==> src/rtl/sys_ctrl_burst.sv <==
// Command controller: decodes RX command frames, sequences register-file and ALU
// transactions, and serialises results into TX FIFO pushes under backpressure.
module sys_ctrl_burst #(
  parameter int unsigned DATA_W = 8,
  parameter int unsigned ADDR_W = 4,
  parameter int unsigned FUN_W  = 4,
  parameter int unsigned RES_W  = 16
) (
  input  logic              i_clk,
  input  logic              i_rst,
  input  logic              i_rx_d_valid,
  input  logic [DATA_W-1:0] i_rx_p_data,
  input  logic              i_rd_d_valid,
  input  logic [DATA_W-1:0] i_rd_data,
  input  logic              i_alu_valid,
  input  logic [RES_W-1:0]  i_alu_out,
  input  logic              i_full,
  output logic              o_alu_en,
  output logic              o_clk_en,
  output logic              o_wr_en,
  output logic              o_rd_en,
  output logic [ADDR_W-1:0] o_addr,
  output logic [DATA_W-1:0] o_wr_data,
  output logic [FUN_W-1:0]  o_alu_fun,
  output logic              o_wr_inc,
  output logic [DATA_W-1:0] o_fifo_p_data,
  output logic              o_err
);

  localparam int unsigned RES_BYTES = RES_W / DATA_W;
  localparam int unsigned BL_W      = $clog2(RES_BYTES + 1);

  localparam logic [DATA_W-1:0] OpWr  = DATA_W'(8'hAA);
  localparam logic [DATA_W-1:0] OpRd  = DATA_W'(8'hBB);
  localparam logic [DATA_W-1:0] OpAlu = DATA_W'(8'hCC);
  localparam logic [DATA_W-1:0] OpFun = DATA_W'(8'hDD);
  localparam logic [DATA_W-1:0] OpBw  = DATA_W'(8'hEE);
  localparam logic [DATA_W-1:0] OpBr  = DATA_W'(8'hEF);

  typedef enum logic [4:0] {
    StIdle, StWrAddr, StWrData, StRdAddr, StRdWait, StAluA, StAluB, StAluFun, StAluGate,
    StAluWait, StBwAddr, StBwCnt, StBwData, StBrAddr, StBrCnt, StBrIssue, StBrWait, StPush
  } state_e;

  state_e            r_state;
  logic              r_alu_en;
  logic              r_clk_en;
  logic              r_wr_en;
  logic              r_rd_en;
  logic              r_err;
  logic [ADDR_W-1:0] r_addr;
  logic [ADDR_W-1:0] r_ptr;
  logic [DATA_W-1:0] r_wr_data;
  logic [FUN_W-1:0]  r_alu_fun;
  logic [DATA_W-1:0] r_cnt;
  logic [BL_W-1:0]   r_bytes_left;
  logic [RES_W-1:0]  r_res;
  logic              r_push_pend;

  logic              w_busy;
  logic              w_push_done;

  // States that cannot take a new byte; a strobe here is dropped and flagged.
  assign w_busy = r_state inside {StRdWait, StAluGate, StAluWait, StBrIssue, StBrWait, StPush};
  assign w_push_done = r_push_pend & ~i_full;

  always_ff @(posedge i_clk) begin
    if (i_rst) begin
      r_state      <= StIdle;
      r_alu_en     <= 1'b0;
      r_clk_en     <= 1'b0;
      r_wr_en      <= 1'b0;
      r_rd_en      <= 1'b0;
      r_err        <= 1'b0;
      r_addr       <= '0;
      r_ptr        <= '0;
      r_wr_data    <= '0;
      r_alu_fun    <= '0;
      r_cnt        <= '0;
      r_bytes_left <= '0;
      r_res        <= '0;
      r_push_pend  <= 1'b0;
    end else begin
      r_alu_en <= 1'b0;
      r_wr_en  <= 1'b0;
      r_rd_en  <= 1'b0;
      r_err    <= i_rx_d_valid & w_busy;
      case (r_state)
        StIdle: begin
          r_cnt <= '0;
          if (i_rx_d_valid) begin
            case (i_rx_p_data)
              OpWr:    r_state <= StWrAddr;
              OpRd:    r_state <= StRdAddr;
              OpAlu:   r_state <= StAluA;
              OpFun:   r_state <= StAluFun;
              OpBw:    r_state <= StBwAddr;
              OpBr:    r_state <= StBrAddr;
              default: r_err   <= 1'b1;
            endcase
          end
        end
        StWrAddr: if (i_rx_d_valid) begin
          r_addr  <= i_rx_p_data[ADDR_W-1:0];
          r_state <= StWrData;
        end
        StWrData: if (i_rx_d_valid) begin
          r_wr_en   <= 1'b1;
          r_wr_data <= i_rx_p_data;
          r_state   <= StIdle;
        end
        StRdAddr: if (i_rx_d_valid) begin
          r_addr  <= i_rx_p_data[ADDR_W-1:0];
          r_rd_en <= 1'b1;
          r_state <= StRdWait;
        end
        StRdWait, StBrIssue, StBrWait: begin
          if (i_rd_d_valid) begin
            r_res        <= RES_W'(i_rd_data);
            r_bytes_left <= BL_W'(1);
            r_push_pend  <= 1'b1;
            r_state      <= StPush;
          end else if (r_state == StBrIssue) begin
            r_state <= StBrWait;
          end
        end
        StAluA: if (i_rx_d_valid) begin
          r_addr    <= ADDR_W'(0);
          r_wr_data <= i_rx_p_data;
          r_wr_en   <= 1'b1;
          r_state   <= StAluB;
        end
        StAluB: if (i_rx_d_valid) begin
          r_addr    <= ADDR_W'(1);
          r_wr_data <= i_rx_p_data;
          r_wr_en   <= 1'b1;
          r_state   <= StAluFun;
        end
        StAluFun: if (i_rx_d_valid) begin
          r_alu_fun <= i_rx_p_data[FUN_W-1:0];
          r_clk_en  <= 1'b1;
          r_state   <= StAluGate;
        end
        StAluGate: begin
          r_alu_en <= 1'b1;
          r_state  <= StAluWait;
        end
        StAluWait: if (i_alu_valid) begin
          r_res        <= i_alu_out;
          r_bytes_left <= BL_W'(RES_BYTES);
          r_push_pend  <= 1'b1;
          r_clk_en     <= 1'b0;
          r_state      <= StPush;
        end
        StBwAddr, StBrAddr: if (i_rx_d_valid) begin
          r_ptr   <= i_rx_p_data[ADDR_W-1:0];
          r_state <= (r_state == StBwAddr) ? StBwCnt : StBrCnt;
        end
        StBwCnt: if (i_rx_d_valid) begin
          r_cnt   <= i_rx_p_data;
          r_state <= (i_rx_p_data == '0) ? StIdle : StBwData;
        end
        StBwData: if (i_rx_d_valid) begin
          r_addr    <= r_ptr;
          r_ptr     <= r_ptr + ADDR_W'(1);
          r_wr_data <= i_rx_p_data;
          r_wr_en   <= 1'b1;
          r_cnt     <= r_cnt - DATA_W'(1);
          if (r_cnt == DATA_W'(1)) r_state <= StIdle;
        end
        StBrCnt: if (i_rx_d_valid) begin
          r_cnt <= i_rx_p_data;
          if (i_rx_p_data == '0) begin
            r_state <= StIdle;
          end else begin
            r_addr  <= r_ptr;
            r_ptr   <= r_ptr + ADDR_W'(1);
            r_rd_en <= 1'b1;
            r_state <= StBrIssue;
          end
        end
        StPush: if (w_push_done) begin
          // Low byte of r_res is always the pending FIFO word.
          if (r_bytes_left > BL_W'(1)) begin
            r_res        <= r_res >> DATA_W;
            r_bytes_left <= r_bytes_left - BL_W'(1);
          end else begin
            r_push_pend <= 1'b0;
            if (r_cnt > DATA_W'(1)) begin
              r_cnt   <= r_cnt - DATA_W'(1);
              r_addr  <= r_ptr;
              r_ptr   <= r_ptr + ADDR_W'(1);
              r_rd_en <= 1'b1;
              r_state <= StBrIssue;
            end else begin
              r_state <= StIdle;
            end
          end
        end
        default: r_state <= StIdle;
      endcase
    end
  end

  assign o_alu_en      = r_alu_en;
  assign o_clk_en      = r_clk_en;
  assign o_wr_en       = r_wr_en;
  assign o_rd_en       = r_rd_en;
  assign o_addr        = r_addr;
  assign o_wr_data     = r_wr_data;
  assign o_alu_fun     = r_alu_fun;
  assign o_err         = r_err;
  assign o_fifo_p_data = r_res[DATA_W-1:0];
  // Reset gate keeps a discarded push from leaking out in the reset cycle.
  assign o_wr_inc      = w_push_done & ~i_rst;

endmodule

==> config.mk <==
export PLATFORM = sky130hd
export DESIGN_NAME = sys_ctrl_burst
export DESIGN_NICKNAME = d
export VERILOG_FILES = /design/src/rtl/sys_ctrl_burst.sv
export SDC_FILE = /design/constraint.sdc
export NUM_CORES = 1
export LEC_CHECK = 0
export ABC_AREA = 1
export CAP_MARGIN = 5
export CORE_MARGIN = 3
export CORE_UTILIZATION = 50
export DETAILED_ROUTE_END_ITERATION = 8
export GPL_TIMING_DRIVEN = 0
export HOLD_SLACK_MARGIN = 0.05
export PLACE_DENSITY = 0.77
export SYNTH_ARGS = -nofsm -noshare
export SYNTH_HDL_FRONTEND = slang
export SYNTH_SLANG_ARGS = --single-unit
==> constraint.sdc <==
create_clock -name i_clk -period 2.2 [get_ports i_clk]
set_clock_uncertainty 0.15 [all_clocks]
set_input_delay 0.33 -clock i_clk [delete_from_list [all_inputs] [get_ports i_clk]]
set_output_delay 0.33 -clock i_clk [all_outputs]
set_load 0.02 [all_outputs]
==> metrics.yaml, run 1 <==
synthesis:
  synth_enable_flop_cells: 0
  syn-mean-instance-area_sq_um: 6.574
  syn-cell-area_sq_um: 3596
  seq_area_frac_synth_pct: 31.73
  synth.ff_latch_count: 57
  synth_cells: 547
  syn-num-nets: 589
  asyncSetResetFlopFracSynth_pct: 0
  synth_warnings: 0
  yosysUniqueCellTypes: 36
  yosys_most_used_dff: "sky130_fd_sc_hd__dfxtp_1"
sta:
  layout_worst_path_cycle_share_pct: 94.84
  timing_hold_violations_final: 0
  timing.max_slew.rel_slack_pct: 47.96
  max_clock_freq_ghz: 0.4793
  worstMarginPinSlew_ns: 0.7778
  period_minus_slack_ns: 2.086
  grt_setup_unrepaired: "false"
  final_critical_path_setup_slack_ns: 0.1135
  setup-violations-final: 0
  slew_viol_final: 0
clocking:
  path_clk_slew_ns: 0.08
  clock_insertion_delay_worst_skew_ns: 0.35
  cts.htree.levels: 3
  cts_hold_buf: 0
  number_of_buffers_on_the_longest_clock_path: 2
  post-cts-setup-buffers: 0
  number_of_buffers_added_by_the_clock_tree_synthesis_step: 9
  tritoncts: "built"
  ctsRootBufferMaster: "sky130_fd_sc_hd__clkbuf_8"
  clkSinkCount: 57
job:
  max_cap_violations: 0
grt:
  globalRoute.totalOverflow: 0
  wire_length_of_the_first_global_routing_pass_mm: 17.31
  grt_start_max_net_pins: 13
  via_count_of_the_first_global_routing_pass: 3625
  grt_usage_pct: 26.11
  grt_antenna_before_repair: 0
placed_design:
  dpl_worst_slack_ns: -0.2146
  detailed_place_hpwl_mm: 8.028
  io_buffers: 66
  gpl.final_weighted_congestion: 1.002
critical_path:
  cp_data_required_time_ns: 2.30
  arrival_ns: 2.19
  worst_setup_path_start_kind: "input port"
  worst_r2r_path_depth: 11
  crit_path_end_kind: "register"
  path_max_fanout: 5
  critPathKind: "in2reg"
power_and_ir_drop:
  portion_of_total_power_attributed_to_combinational_logic_pct: 8.7
  power.net_switching_mw: 0.6209
  power_density_nw_per_um2: 543.3
  pwr-share-seq_pct: 41.2
  p_clk_share_pct: 50.0
  vdd.ir_drop.worst_mv: 0.3191
  design_power_total_mw: 2.527
  internal-power_mw: 1.906
  switching_share_pct: 24.57
  p_leak_nw: 2.052
detailed_routing:
  via_count: 3818
  firstDrtPassIters: 5
  detail_route.iter0.violations: 297
  drc: 0
  via_density_per_instance: 5.266
  postRouteWirelength_mm: 10.69
  wl_met3_microns: 704
  wl_met1_mm: 4.800
  route.antenna.remaining_nets: 0
  wl_met2_mm: 4.952
  routedWlPerCell_microns: 14.74
  top_signal_layer_used: "met4"
floorplan:
  die-area_sq_um: 8246
  core_region_area_sq_um: 6869
  dieHeight_microns: 90.81
  die_w_microns: 90.81
  num_io_pins: 68
  floorplan.rows: 30
  starting_density_pct: 52.35
outcome:
  status: "finished clean"
final_layout:
  layout.cells.most_common: "sky130_fd_sc_hd__nand2_1"
  insertedDiodeCount: 0
  post_route_cells_drive_above_1_share_pct: 12.88
  fin_util_pct: 67.70
  layout.filler_cells: 625
  layout.nets: 666
  most-common-layout-cells: "sky130_fd_sc_hd__nand2_1 (124), sky130_fd_sc_hd__nor2_1 (69), sky130_fd_sc_hd__inv_1 (68)"
  area_growth_syn_to_layout_pct: 29.33
min_path:
  worst_hold_path.num_cells: 2
  hold_path.class: "in2reg"
[worst max-delay path, cell delays in order]
cell and delay [ns]:
sky130_fd_sc_hd__clkdlybuf4s50_1 0.51, sky130_fd_sc_hd__nor2_1 0.14, sky130_fd_sc_hd__nand2_1 0.06, sky130_fd_sc_hd__nor2_1 0.29, sky130_fd_sc_hd__inv_1 0.12, sky130_fd_sc_hd__o21ai_1 0.28
sky130_fd_sc_hd__nor2_2 0.12, sky130_fd_sc_hd__nand2_1 0.16, sky130_fd_sc_hd__nand2_1 0.08, sky130_fd_sc_hd__nand2_1 0.06, sky130_fd_sc_hd__nor2_1 0.04
[metal layers]
layer	up-vias	global-route usage, %
met3	19	5.583
met1	1739	33.28
met2	146	43.30
li1	1914	-
met4	0	9.673
met5	-	0
[Yosys cell counts, types with 2 or more instances]
cell type                  number  area, sq um
sky130_fd_sc_hd__nor3_1         6        30.03
sky130_fd_sc_hd__buf_6          4        45.04
sky130_fd_sc_hd__o21ai_0       40        200.2
sky130_fd_sc_hd__ha_1           4        50.05
sky130_fd_sc_hd__o21ai_1        6        30.03
sky130_fd_sc_hd__buf_2          2        10.01
sky130_fd_sc_hd__o21ai_2        2        17.52
sky130_fd_sc_hd__nand2_4        2        22.52
sky130_fd_sc_hd__nand3_4        3        52.55
sky130_fd_sc_hd__nand4_1        6        37.54
sky130_fd_sc_hd__nor2_4         4        45.04
sky130_fd_sc_hd__nor3_2         2        20.02
sky130_fd_sc_hd__o22ai_1        7        43.79
sky130_fd_sc_hd__nand2_1      124        465.5
sky130_fd_sc_hd__nand3_2        3        30.03
sky130_fd_sc_hd__inv_2          4        15.01
sky130_fd_sc_hd__dfxtp_1       57         1141
sky130_fd_sc_hd__xor2_1         3        26.28
sky130_fd_sc_hd__a21oi_1       48        240.2
sky130_fd_sc_hd__xnor2_1        3        26.28
sky130_fd_sc_hd__nand2_2        5        31.28
sky130_fd_sc_hd__nor2_2         7        43.79
sky130_fd_sc_hd__nor2_8         4        80.08
sky130_fd_sc_hd__buf_4         11        82.58
sky130_fd_sc_hd__nand3_1       28        140.1
sky130_fd_sc_hd__inv_1         68        255.2
sky130_fd_sc_hd__clkbuf_1       5        18.77
sky130_fd_sc_hd__inv_4          2        12.51
sky130_fd_sc_hd__nor2_1        72        270.3
sky130_fd_sc_hd__o211ai_1       9        67.56
[kinds of logic (layout without fill, tap and decap cells)]
| kind of cell | Yosys count | count (layout) | synth area share, % |
|---|---|---|---|
| flops | 57 | 57 | 31.73 |
| simple gates | 266 | 266 | 35.28 |
| fa+ha+maj | 4 | 4 | 1.392 |
| xor+xnor | 6 | 6 | 1.462 |
| buf+inv | 97 | 179 | 12.32 |
| compound gates | 117 | 117 | 17.82 |
[metrics by stage]
step	cell area (sq um)	hold slack, ns	std cells	setup TNS [ns]
2_1_floorplan	3596	0.2739	547	0
3_3_place_gp	4377	0.2823	709	-2.032
3_5_place_dp	4377	0.2884	709	-2.311
4_1_cts	4629	0.2014	725	0
5_1_grt	4651	0.2218	725	0
6_report	4651	0.2100	725	0
[power by group through the flow]
stage / clock [mW] / combinational (mW) / sequential [mW]
global placement: 0 / 0.213 / 1.07
detailed placement: 0 / 0.214 / 1.07
CTS: 1.28 / 0.217 / 1.04
global route: 1.33 / 0.240 / 1.04
floorplan: 0 / 0.102 / 1.07
finish: 1.26 / 0.221 / 1.04
[path summary, 6_finish.rpt]
check             slack (ns)           start   endpoint
hold reg to reg         0.30        r_res[0]   r_res[0]
hold / removal          0.21           i_rst   o_clk_en
setup reg to reg        0.12        r_cnt[0]   r_cnt[6]
setup / recovery        0.11  i_rx_p_data[0]  o_addr[0]
[layout make-up]
class                      count  area, sq um  share of cell area, %
buffer                        23        161.4                  3.471
sequential                    57         1144                  24.59
timing repair buffer          66        663.1                  14.26
multi-input combinational    393         2031                  43.66
clock buffer                   9        123.9                  2.663
clock inverter                 7        125.1                  2.690
tap                           96        120.1                  2.583
inverter                      74        282.8                  6.080
[repair_timing]
item	in CTS	in global routing
gates cloned	0	0
pin swaps	0	1
endpoints found under the setup margin	6	28
gates resized for setup	3	8
[flip-flops by register name, summed over array words and instances (netlist names)]
name          count
r_state           5
o_wr_en           1
r_res            16
o_alu_en          1
r_ptr             4
r_bytes_left      2
o_clk_en          1
o_addr            4
o_rd_en           1
r_push_pend       1
r_cnt             8
o_wr_data         8
o_err             1
o_alu_fun         4
Power figures use the tool's default switching activity.
==> run 2: changes to the inputs <==
Settings changed: ABC_AREA 1 to default.
==> run 2 against run 1 <==
  * Fmax down 10%
  * Via count grew 4.0%
  * Sequential cell count is the same
  * Worst hold slack improved by 0.054 ns
  * Clock-buffer cell count is 1 higher
  * Sequential share of layout area fell by 2.3 points
  * Setup slack worse by 0.24 ns
  * Synthesized cell count is 17% lower
  * First-iteration DRC count increased by 27%
  * Critical path depth is 6 lower
  * Utilization rose by 10 points
  * Highest routed layer unchanged
  * The run now ends with setup timing left
==> metrics.yaml, run 2 <==
outcome:
  status: "complete, but fails checks"
  violations: "setup timing"
synthesis:
  synth_enable_flop_cells: 0
  syn-num-nets: 496
  synth_most_common_cell: "sky130_fd_sc_hd__dfxtp_1"
  synth_cells: 454
  yosys_most_used_dff: "sky130_fd_sc_hd__dfxtp_1"
  yosysTopAreaCell: "sky130_fd_sc_hd__dfxtp_1"
  synth_warnings: 0
  yosys-top-cells-count: "sky130_fd_sc_hd__dfxtp_1 (57), sky130_fd_sc_hd__nor2_1 (44), sky130_fd_sc_hd__nand2_1 (40), sky130_fd_sc_hd__a21oi_1 (37), sky130_fd_sc_hd__o21ai_0 (26)"
  asyncSetResetFlopFracSynth_pct: 0
  syn-cell-area_sq_um: 3526
  post-synth-top-area-fraction_pct: 32.36
  synth.ff_latch_count: 57
  syn-mean-instance-area_sq_um: 7.766
  yosysUniqueCellTypes: 61
  seq_area_frac_synth_pct: 32.36
  synth.top_cells.by_area: "sky130_fd_sc_hd__dfxtp_1 (32%), sky130_fd_sc_hd__a21oi_1 (5.3%), sky130_fd_sc_hd__nor2_1 (4.7%)"
clocking:
  ctsRootBufferMaster: "sky130_fd_sc_hd__clkbuf_8"
  tritoncts: "built"
  clock_insertion_delay_worst_skew_ns: 0.35
  path_clk_slew_ns: 0.06
  number_of_buffers_on_the_longest_clock_path: 2
  cts_hold_buf: 0
  clkSinkCount: 57
  number_of_buffers_added_by_the_clock_tree_synthesis_step: 9
  cts.htree.levels: 3
grt:
  globalRoute.totalOverflow: 0
  wire_length_of_the_first_global_routing_pass_mm: 18.62
  grt_start_max_net_pins: 12
  grt_usage_pct: 28.41
  grt_antenna_before_repair: 0
  via_count_of_the_first_global_routing_pass: 3662
final_layout:
  area_growth_syn_to_layout_pct: 45.85
  insertedDiodeCount: 0
  post_route_cells_drive_above_1_share_pct: 27.01
  top_register: "r_res"
  layout.filler_cells: 509
  layout.cells.most_common: "sky130_fd_sc_hd__clkdlybuf4s50_1"
  most-common-layout-cells: "sky130_fd_sc_hd__clkdlybuf4s50_1 (58), sky130_fd_sc_hd__dfxtp_1 (53), sky130_fd_sc_hd__nor2_1 (42)"
  finish.instance_area_sq_um: 5142
  layout.nets: 585
  largest_register_ffs: 16
detailed_routing:
  via_count: 3972
  drc: 0
  detail_route.iter0.violations: 377
  route.antenna.remaining_nets: 0
  via_density_per_instance: 6.197
  routedWlPerCell_microns: 19.07
  postRouteWirelength_mm: 12.22
  firstDrtPassIters: 7
power_and_ir_drop:
  p_leak_nw: 1.824
  design_power_total_mw: 4.446
  vdd.ir_drop.worst_mv: 0.5497
  power_density_nw_per_um2: 864.5
sta:
  period_minus_slack_ns: 2.328
  max_clock_freq_ghz: 0.4296
  setup_total_negative_slack_ns: -1.563
  timing_hold_violations_final: 0
  final_critical_path_setup_slack_ns: -0.1279
  timing.max_slew.rel_slack_pct: 45.48
  worstMarginPinSlew_ns: 0.8103
  slew_viol_final: 0
  setup-violations-final: 22
  layout_worst_path_cycle_share_pct: 105.8
  grt_setup_unrepaired: "true"
floorplan:
  num_io_pins: 68
  floorplan.rows: 29
  dieHeight_microns: 89.98
  starting_density_pct: 53.39
  die_w_microns: 89.98
  core_region_area_sq_um: 6604
  die-area_sq_um: 8096
job:
  max_cap_violations: 0
placed_design:
  gpl.final_weighted_congestion: 0.9676
  dpl_worst_slack_ns: -0.5259
  detailed_place_hpwl_mm: 8.057
  io_buffers: 62
  postPlaceCellArea_sq_um: 4340
min_path:
  hold_path.class: "in2reg"
critical_path:
  arrival_ns: 1.85
  path_max_fanout: 10
  crit_path_end_kind: "output port"
  cp_data_required_time_ns: 1.72
  worst_setup_path_start_kind: "input port"
  critPathKind: "in2out"
## run 2: cell count changes after synthesis, sizes merged, moves of 11 or more
cell / previous run / this run
inv: 74 / 8
nand2: 131 / 40
mux2i: 0 / 14
clkbuf: 5 / 23
a22oi: 0 / 13
a21oi: 49 / 38
nand3: 34 / 16
nor2: 87 / 46
o21ai: 48 / 29
## run 2: metal layers
metal,up-vias,wire length (microns),global-route usage (%)
met5,-,0,0
met4,0,381,12.76
met3,34,1124,8.013
met2,202,5619,43.86
met1,1884,5098,36.97
li1,1852,-,-
## run 2: cells by family (layout without fill, tap and decap cells)
| kind of cell | count (synthesis) | after routing | synth area share, % |
|---|---|---|---|
| fa+ha+maj | 4 | 4 | 1.420 |
| xor+xnor | 5 | 5 | 1.242 |
| compound gates | 142 | 142 | 27.04 |
| buf+inv | 55 | 149 | 8.090 |
| flops | 57 | 57 | 32.36 |
| simple gates | 177 | 177 | 25.87 |
| mux | 14 | 14 | 3.974 |
## run 2: cell type report
cell class                 instances  area [sq um]  share of cell area, %
inverter                           9         37.54                 0.7299
tap                               93         116.4                  2.263
clock buffer                      10         137.6                  2.676
multi-input combinational        342          2524                  49.08
timing repair buffer              84         827.0                  16.08
clock inverter                     6         90.09                  1.752
buffer                            40         261.5                  5.085
sequential                        57          1149                  22.34
## run 2: critical path: stages
cell                              delay (ns)
sky130_fd_sc_hd__buf_1                  0.32
sky130_fd_sc_hd__clkbuf_4               0.32
sky130_fd_sc_hd__clkbuf_2               0.25
sky130_fd_sc_hd__nor2_1                 0.07
sky130_fd_sc_hd__clkdlybuf4s50_1        0.55
## run 2: through the flow
stage	hold WS, ns	instances	util [%]
floorplan	0.2758	454	-
global placement	0.2913	609	65.73
detailed placement	0.2988	609	65.73
CTS	0.2481	626	70.82
global route	0.2833	641	77.87
finish	0.2641	641	77.87
## run 2: final timing paths
path,start,endpoint,slack [ns],cells after the start
worst min register to register,r_res[9],r_res[9],0.33,2
worst min-delay path,i_rx_p_data[2],o_alu_fun[2],0.26,3
worst max register to register,r_state[1],r_ptr[2],-0.11,8
worst max-delay path,i_rst,o_wr_inc,-0.13,5
## run 2: what timing repair did
| action | CTS | global route |
|---|---|---|
| cloned | 0 | 3 |
| setup endpoints to repair | 56 | 55 |
| gates resized for setup | 38 | 99 |
| pin swaps | 10 | 21 |
| buffers inserted | 7 | 12 |
## run 2: power breakdown
| part | internal [mW] | total, mW | switching, mW |
|---|---|---|---|
| registers | 1.15 | 1.24 | 0.0887 |
| logic | 0.926 | 2.07 | 1.14 |
| clock network | 0.672 | 1.13 | 0.463 |
| total | 2.75 | 4.45 | 1.70 |
==> run 3: changes to the inputs <==
Settings changed: CORE_UTILIZATION 50 to 35, PLACE_DENSITY 0.77 to default, TNS_END_PERCENT from default to 5.
==> run 3 against run 2 <==
  * The flow still finishes with violations (setup timing)
  * Sequential power hardly changed
  * First-iteration DRC count is 21% lower
  * Clock power hardly changed
  * Register-to-register slack better by 0.06 ns
  * Power is 7.8% lower
  * Setup slack better by 0.075 ns
  * Final area is 5.4% lower
  * Combinational power is 14% lower
  * Global-route usage is 8.1 points lower
  * Worst hold slack worse by 0.0026 ns
  * Largest cell class unchanged
  * Highest routed layer unchanged
==> metrics.yaml, run 3 (synthesis gave the netlist of run 2 again) <==
floorplan:
  starting_density_pct: 36.07
  floorplan.rows: 36
  core_region_area_sq_um: 9774
  dieHeight_microns: 106.4
  num_io_pins: 68
  die-area_sq_um: 11310
  die_w_microns: 106.4
sta:
  final_critical_path_setup_slack_ns: -0.05269
  max_clock_freq_ghz: 0.4439
  timing.max_slew.rel_slack_pct: 37.96
  grt_setup_unrepaired: "true"
  hold_ws_ns: 0.2615
  slew_viol_final: 0
  period_minus_slack_ns: 2.253
  setup-violations-final: 2
  layout_worst_path_cycle_share_pct: 102.4
  worstMarginPinSlew_ns: 0.9221
  timing_hold_violations_final: 0
power_and_ir_drop:
  internal-power_mw: 2.574
  vdd.ir_drop.worst_mv: 0.3543
  p_leak_nw: 1.695
  power_density_nw_per_um2: 841.7
  p_clk_share_pct: 26.8
  power.net_switching_mw: 1.523
  switching_share_pct: 37.17
  pwr-share-seq_pct: 29.9
  portion_of_total_power_attributed_to_combinational_logic_pct: 43.2
grt:
  globalRoute.totalOverflow: 0
  grt_antenna_before_repair: 0
  via_count_of_the_first_global_routing_pass: 3615
  wire_length_of_the_first_global_routing_pass_mm: 18.27
  grt_start_max_net_pins: 11
  grt_usage_pct: 20.28
clocking:
  tritoncts: "built"
  number_of_buffers_added_by_the_clock_tree_synthesis_step: 9
  clkSinkCount: 57
  number_of_buffers_on_the_longest_clock_path: 2
  ctsRootBufferMaster: "sky130_fd_sc_hd__clkbuf_8"
  path_clk_slew_ns: 0.07
  cts.htree.levels: 3
  cts_hold_buf: 0
  clock_insertion_delay_worst_skew_ns: 0.34
critical_path:
  worst_setup_path_start_kind: "register"
  cpLargestDelayFamily: "simple AND/OR/NAND/NOR gates"
  critical_path.reg2reg.startpoint: "r_state[1]"
  arrival_ns: 2.30
  critical_path.cell_chain: "or4b_4, or2_4, a21o_1, and3b_2, mux2i_1, a21oi_1"
  cpPeakStageDelay_ns: 0.60
  cp_data_required_time_ns: 2.25
  crit_path_end_kind: "register"
  critPathKind: "reg2reg"
  critical_path.slowest_cell: "sky130_fd_sc_hd__or4b_4"
  crit_start: "r_state[1]"
  crit_buf_inv: 0
  path_max_fanout: 8
detailed_routing:
  wl_met3_microns: 778
  postRouteWirelength_mm: 11.51
  wl_met2_mm: 5.294
  wl_met1_mm: 5.218
  firstDrtPassIters: 5
  via_density_per_instance: 5.626
  via_count: 3775
  drc: 0
  route.antenna.remaining_nets: 0
  top_signal_layer_used: "met4"
  detail_route.iter0.violations: 299
  routedWlPerCell_microns: 17.15
placed_design:
  dpl_worst_slack_ns: -0.5543
  dp.cells: 649
  io_buffers: 62
  gpl.final_weighted_congestion: 0.9189
  detailed_place_hpwl_mm: 8.281
final_layout:
  largest_register_ffs: 16
  top_register: "r_res"
  area_growth_syn_to_layout_pct: 38.04
  post_route_cells_drive_above_1_share_pct: 19.70
  fin_util_pct: 49.80
  layoutNonFillerInstCount: 671
  insertedDiodeCount: 0
  layout.cells.most_common: "sky130_fd_sc_hd__clkdlybuf4s50_1"
  most-common-layout-cells: "sky130_fd_sc_hd__clkdlybuf4s50_1 (60), sky130_fd_sc_hd__dfxtp_1 (55), sky130_fd_sc_hd__nor2_1 (43)"
  layout.nets: 575
outcome:
  violations: "setup timing"
  status: "complete, but fails checks"
job:
  max_cap_violations: 0
min_path:
  hold_path.class: "in2reg"
  holdCritStartpoint: "i_rx_p_data[2]"
==> run 3: layout make-up <==
class / count / area, sq um
fill: 975 / 4907
multi-input combinational: 342 / 2347
sequential: 57 / 1146
timing repair buffer: 74 / 709.4
buffer: 40 / 244.0
tap: 133 / 166.4
clock buffer: 11 / 141.4
clock inverter: 5 / 78.83
inverter: 9 / 33.78
==> run 3: worst register-to-register path, delay by kind of cell (launching register included) <==
family / cells / cell delay, ns
and+or+nand+nor: 3 / 1.19
muxes: 1 / 0.17
DFF: 1 / 0.35
AOI/OAI and AO/OA: 2 / 0.27
==> run 3: final timing paths <==
| kind | endpoint | cells after the start | slack (ns) |
|---|---|---|---|
| setup / recovery | r_ptr[0] | 6 | -0.05 |
| hold / removal | o_wr_data[2] | 3 | 0.26 |
| setup reg to reg | r_ptr[0] | 6 | -0.05 |
| hold reg to reg | r_res[12] | 2 | 0.30 |
==> run 3: metrics by stage <==
step | setup TNS, ns | total power [mW] | cell area (sq um)
floorplan | -0.6184 | 2.313 | 3595
global placement | -19.04 | 2.800 | 4382
detailed placement | -19.09 | 2.807 | 4382
CTS | -0.3324 | 3.978 | 4731
global route | -1.856 | 4.322 | 4867
finish | -0.07075 | 4.097 | 4867
==> run 3: power groups by stage <==
stage,combinational (mW),clock [mW],sequential [mW]
final,1.77,1.10,1.23
after global placement,1.56,0,1.24
after floorplan,1.05,0,1.26
after detailed placement,1.56,0,1.25
after CTS,1.63,1.12,1.22
after global routing,1.91,1.17,1.24
==> run 3: what timing repair did <==
item,in CTS,in global routing
pin swaps,15,16
setup endpoints to repair,56,48
setup buffers,6,5
resized for setup,46,32
gates cloned,0,1
==> run 3: routing by layer <==
metal | global-route usage, % | up-vias
met3 | 4.979 | 21
li1 | - | 1822
met4 | 6.475 | 0
met2 | 33.17 | 150
met5 | 0 | -
met1 | 26.20 | 1782
